`src/rtl/comp_window_monitor.sv`:
```
// comp_window_monitor: tallies comparator codes over WINDOW accepted samples and reports them via valid/ready.
// Define COMP_WINDOW_MONITOR_ERR_EN to count illegal codes toward the window; otherwise they are dropped.
module comp_window_monitor #(
    parameter int WINDOW = 8,
    parameter int CNT_W  = 4
) (
    input  logic             clk,
    input  logic             rst_n,
    input  logic             in_valid,
    output logic             in_ready,
    input  logic [2:0]       R,
    output logic             out_valid,
    input  logic             out_ready,
    output logic [CNT_W-1:0] gt_cnt,
    output logic [CNT_W-1:0] eq_cnt,
    output logic [CNT_W-1:0] lt_cnt,
    output logic [CNT_W-1:0] err_cnt,
    output logic [CNT_W-1:0] max_eq_run
);
    typedef enum logic {ACCUM, REPORT} state_e;
    state_e state_q;
    logic in_ready_q, out_valid_q;
    logic [CNT_W-1:0] gt_q, eq_q, lt_q, err_q, smp_q, run_q, max_q;
    logic [CNT_W-1:0] gt_d, eq_d, lt_d, err_d, smp_d, run_d, max_d;
    logic [CNT_W-1:0] gt_cnt_q, eq_cnt_q, lt_cnt_q, err_cnt_q, max_eq_run_q;
    logic is_gt, is_eq, is_lt, is_err, counted, accept, last;
    always_comb begin
        is_gt   = R == 3'b100;
        is_eq   = R == 3'b010;
        is_lt   = R == 3'b001;
        is_err  = !(is_gt || is_eq || is_lt);
`ifdef COMP_WINDOW_MONITOR_ERR_EN
        counted = 1'b1;
        err_d   = err_q + CNT_W'(is_err);
`else
        counted = !is_err;
        err_d   = '0;
`endif
        accept  = in_valid && in_ready_q;
        last    = accept && counted && (smp_q == CNT_W'(WINDOW - 1));
        gt_d    = gt_q + CNT_W'(is_gt);
        eq_d    = eq_q + CNT_W'(is_eq);
        lt_d    = lt_q + CNT_W'(is_lt);
        smp_d   = smp_q + CNT_W'(counted);
        // dropped illegal codes leave the equal run untouched
        run_d   = is_eq ? run_q + 1'b1 : (counted ? '0 : run_q);
        max_d   = (run_d > max_q) ? run_d : max_q;
    end
    always_ff @(posedge clk or negedge rst_n) begin
        if (!rst_n) begin
            state_q      <= ACCUM;
            in_ready_q   <= 1'b0;
            out_valid_q  <= 1'b0;
            gt_q         <= '0;
            eq_q         <= '0;
            lt_q         <= '0;
            err_q        <= '0;
            smp_q        <= '0;
            run_q        <= '0;
            max_q        <= '0;
            gt_cnt_q     <= '0;
            eq_cnt_q     <= '0;
            lt_cnt_q     <= '0;
            err_cnt_q    <= '0;
            max_eq_run_q <= '0;
        end else if (state_q == ACCUM) begin
            in_ready_q  <= !last;
            out_valid_q <= last;
            if (last) begin
                state_q      <= REPORT;
                gt_cnt_q     <= gt_d;
                eq_cnt_q     <= eq_d;
                lt_cnt_q     <= lt_d;
                err_cnt_q    <= err_d;
                max_eq_run_q <= max_d;
                gt_q         <= '0;
                eq_q         <= '0;
                lt_q         <= '0;
                err_q        <= '0;
                smp_q        <= '0;
                run_q        <= '0;
                max_q        <= '0;
            end else if (accept) begin
                gt_q  <= gt_d;
                eq_q  <= eq_d;
                lt_q  <= lt_d;
                err_q <= err_d;
                smp_q <= smp_d;
                run_q <= run_d;
                max_q <= max_d;
            end
        end else if (out_ready) begin
            state_q     <= ACCUM;
            in_ready_q  <= 1'b1;
            out_valid_q <= 1'b0;
        end
    end
    assign in_ready   = in_ready_q;
    assign out_valid  = out_valid_q;
    assign gt_cnt     = gt_cnt_q;
    assign eq_cnt     = eq_cnt_q;
    assign lt_cnt     = lt_cnt_q;
    assign err_cnt    = err_cnt_q;
    assign max_eq_run = max_eq_run_q;
endmodule

```
`config.mk`:
```
export PLATFORM = sky130hd
export DESIGN_NAME = comp_window_monitor
export DESIGN_NICKNAME = d
export VERILOG_FILES = /design/src/rtl/comp_window_monitor.sv
export SDC_FILE = /design/constraint.sdc
export NUM_CORES = 1
export LEC_CHECK = 0
export CORE_ASPECT_RATIO = 0.7
export CORE_UTILIZATION = 54
export DETAILED_ROUTE_END_ITERATION = 16
export PLACE_DENSITY = 0.79
export SETUP_SLACK_MARGIN = 0.05
export SLEW_MARGIN = 15
export SYNTH_ARGS = -nofsm -noshare
export SYNTH_HDL_FRONTEND = slang
export SYNTH_SLANG_ARGS = --single-unit
export TNS_END_PERCENT = 1
```
`constraint.sdc`:
```
create_clock -name clk -period 3.2 [get_ports clk]
set_input_delay 0.8 -clock clk [delete_from_list [all_inputs] [get_ports clk]]
set_output_delay 0.8 -clock clk [all_outputs]
set_load 0.03 [all_outputs]
```
==> impl_metrics.csv <==
group,metric,value,unit
clock_tree,clkLatencyLatePin,0.29,ns
detailed_routing,vias,1703,
place,numPortBuffers,24,
sta,post-route-min-period,2.88,ns
floorplan,die_area,4270,µm²
critical_path,crit_fanout,7,
critical_path,critPathRequiredTime,3.39,ns
yosys,ys_seq_elements,43,
detailed_routing,drcViolationCount,0,
outcome,status,"complete, no violations",
clock_tree,htreeDepth,2,
yosys,yosys.area.top_type_share,49.7,%
layout,area_growth_syn_to_layout,26.6,%
detailed_routing,drt_wl_total,4940,µm
yosys,syn_inst,203,
critical_path,critPathKind,"in -> reg",
detailed_routing,wl_per_cell,16.7,µm
critical_path,cp-start-kind,"primary input",
clock_tree,clk_pin_slew,0.08,ns
critical_path,ff2ff_setup_slack,0.56,ns
yosys,synth_seq_area_share,49.7,%
hold_path,hp-class,"reg -> reg",
place,gp_congestion,0.796,
yosys,ys_top_cells_by_area,"dfrtp_1 50%, ha_1 6.9%, a22o_1 6.9%, nand2_1 6.1%, o21ai_2 2.0%",
sta,max_freq,0.347,GHz
grt,grt_pass1_vias,1715,
sta,fin_crit_sh,90.1,%
detailed_routing,drt_iter0_markers,100,
layout,num_antenna_cells,0,
power_and_ir_drop,power-per-cell-area,734,nW/µm²
power_and_ir_drop,total_power,0.00201,W
yosys,synth_ff_type,"dfrtp_1",
sta,slew_viol_final,0,
grt,grt_usage,25.9,%
yosys,synth_top_cell_by_area,"dfrtp_1",
detailed_routing,first_pass_iters,4,
power_and_ir_drop,total_leakage_power,1.32,nW
floorplan,num_io_pins,29,
floorplan,fp-row-count,18,
grt,grt_max_degree,44,
sta,finalHoldViolations,0,
yosys,avgSynthCellArea,10.7,µm²
sta,slew_headroom,39.1,%
clock_tree,cts_made_buffers,5,
floorplan,die_w,77.7,µm
layout,layout.nets,263,
clock_tree,cts_setup_buffers,0,
sta,finalSetupViolations,0,
yosys,synth_warnings,0,
sta,rsz0062_at_grt,"no",
yosys,syn_area,2170,µm²
yosys,synth-edff-count,0,
power_and_ir_drop,vdd_drop_max,0.461,mV
floorplan,die_h,55.0,µm
place,pre_cts_ws,-0.338,ns
critical_path,cp-end-kind,"flop",
grt,grt_pass1_wl,8090,µm
critical_path,worstPathArrival,3.07,ns
layout,drive_gt1_share,17.6,%
sta,clock_skew,0.00361,ns
grt,antenna_found_initial,0,
sta,finalWorstSetupSlack,0.316,ns
place,dp_hpwl,3510,µm
yosys,async_flop_share,100,%
sta,tightest_slew,0.913,ns
detailed_routing,postRouteAntennaNets,0,
yosys,ys_types,43,
clock_tree,cts_num_sinks,43,
clock_tree,tritoncts,"built",
run,max-cap-violations,0,
floorplan,initial_core_util,59.0,%
sta,setup-tns-final,0,ns
grt,globalRouteOverflowTotal,0,
floorplan,core_area,3670,µm²
clock_tree,cts_buffer_depth,2,
clock_tree,cts_root_buffer,"clkbuf_8",
detailed_routing,vias_per_cell,5.77,
-- routing by layer --
layer  GRT usage, %  wire length, µm
met3           7.54              340
met1           30.4             2130
met2           45.6             2360
met4           12.3              111
met5              0                0
-- synthesized netlist by cell type (all sizes together) (2+ instances only) --
cell     n
a211o    2
a21oi    2
a22o    17
a31oi    2
a41oi    2
buf     11
dfrtp   43
ha      12
inv      6
mux2i    3
nand2   35
nand2b   4
nand3    5
nor2     6
nor2b    3
nor3     2
nor3b    3
o21ai   18
or3      2
xnor2    4
xor2     5
-- final cells by class --
| cell class | count | area (µm²) |
|---|---|---|
| clock inverters | 2 | 60.1 |
| well taps | 50 | 62.6 |
| multi-input cells | 145 | 1040 |
| fillers | 251 | 930 |
| repair buffers | 43 | 409 |
| flip-flops and latches | 43 | 1080 |
| inverters | 6 | 22.5 |
| clock buffers | 6 | 72.6 |
-- per-stage QoR --
stage	std cells	cell area, µm²	util (%)	hold WS (ns)
2_1_floorplan	206	2180	-	0.467
3_3_place_gp	287	2550	69.6	0.457
3_5_place_dp	287	2550	69.6	0.471
4_1_cts	295	2700	73.5	0.489
5_1_grt	295	2740	74.7	0.514
6_report	295	2740	74.7	0.482
-- cells in the final DEF, fill, tap and decap left out, types with 2 or more instances in the layout --
master,Yosys,layout
dlymetal6s2s_1,0,3
nand2_1,35,35
nand2b_1,4,4
or3_1,2,2
dfrtp_1,43,43
buf_4,4,15
inv_1,6,6
nand3_1,5,5
buf_6,2,3
o21ai_2,5,5
xor2_1,4,4
bufinv_16,0,2
o21ai_0,7,7
ha_1,12,10
nor2b_1,3,3
nor2_1,6,6
mux2i_1,3,3
conb_1,1,4
a31oi_1,2,2
xnor2_1,4,4
clkdlybuf4s50_1,0,20
ha_4,0,2
a22o_1,17,17
clkbuf_8,0,5
o21ai_1,6,6
a211o_1,2,2
nor3b_1,3,3
-- cells by family (layout without fill, tap and decap cells) --
family                     Yosys count  after routing  synth area share, %
AOI/OAI and AO/OA                   51             51                 18.4
buffers and inverters               18             57                 4.79
adders and majority gates           12             12                 6.93
muxes                                3              3                 1.39
DFF                                 43             43                 49.7
xor gates and xnor gates             9              9                 3.99
other                                1              4                0.173
and+or+nand+nor                     66             66                 14.7
-- registers in the layout (all words and copies together), names as in the netlist --
register and flops:
eq_cnt 4, eq_q 4, gt_cnt 4, gt_q 4, lt_cnt 4, lt_q 4
max_eq_run 4, max_q 4, run_q 4, smp_q 4, in_ready 1, out_valid 1
state_q 1
-- what timing repair did --
action | in CTS | in global routing
endpoints found under the setup margin | 7 | 7
hold buffers | 0 | 0
pin swaps | 0 | 2
gates resized for setup | 3 | 8
endpoints found under the hold margin | 0 | 0
-- where the power goes --
part	internal, W	leakage [nW]	switching (W)	total, W
sequential	0.000669	0.579	0.000105	0.000774
combinational	0.000340	0.674	0.000403	0.000743
clock	0.000312	0.0654	0.000185	0.000497
-- path summary, 6_finish.rpt --
path                                       start                         to  cells after the start
max                                         R[1]  max_eq_run[1]$_DFFE_PN0P_                     13
min reg2reg                gt_cnt[0]$_DFFE_PN0P_      gt_cnt[0]$_DFFE_PN0P_                      2
min                        gt_cnt[0]$_DFFE_PN0P_      gt_cnt[0]$_DFFE_PN0P_                      2
max in group asynchronous                  rst_n  max_eq_run[2]$_DFFE_PN0P_                      1
min in group asynchronous                  rst_n      out_valid$_DFFE_PN0P_                      1
max reg2reg                 run_q[0]$_DFFE_PN0P_  max_eq_run[1]$_DFFE_PN0P_                     11
-- worst max-delay path, stage by stage --
cell,delay [ns]
dlymetal6s2s_1,0.14
buf_6,0.14
o21ai_2,0.17
buf_4,0.15
o21ai_2,0.07
a22o_1,0.25
ha_4,0.29
and4b_1,0.20
a211oi_2,0.05
a41oi_2,0.32
buf_4,0.20
mux2i_1,0.20
o21ai_1,0.08
Power figures use the tool's default switching activity.
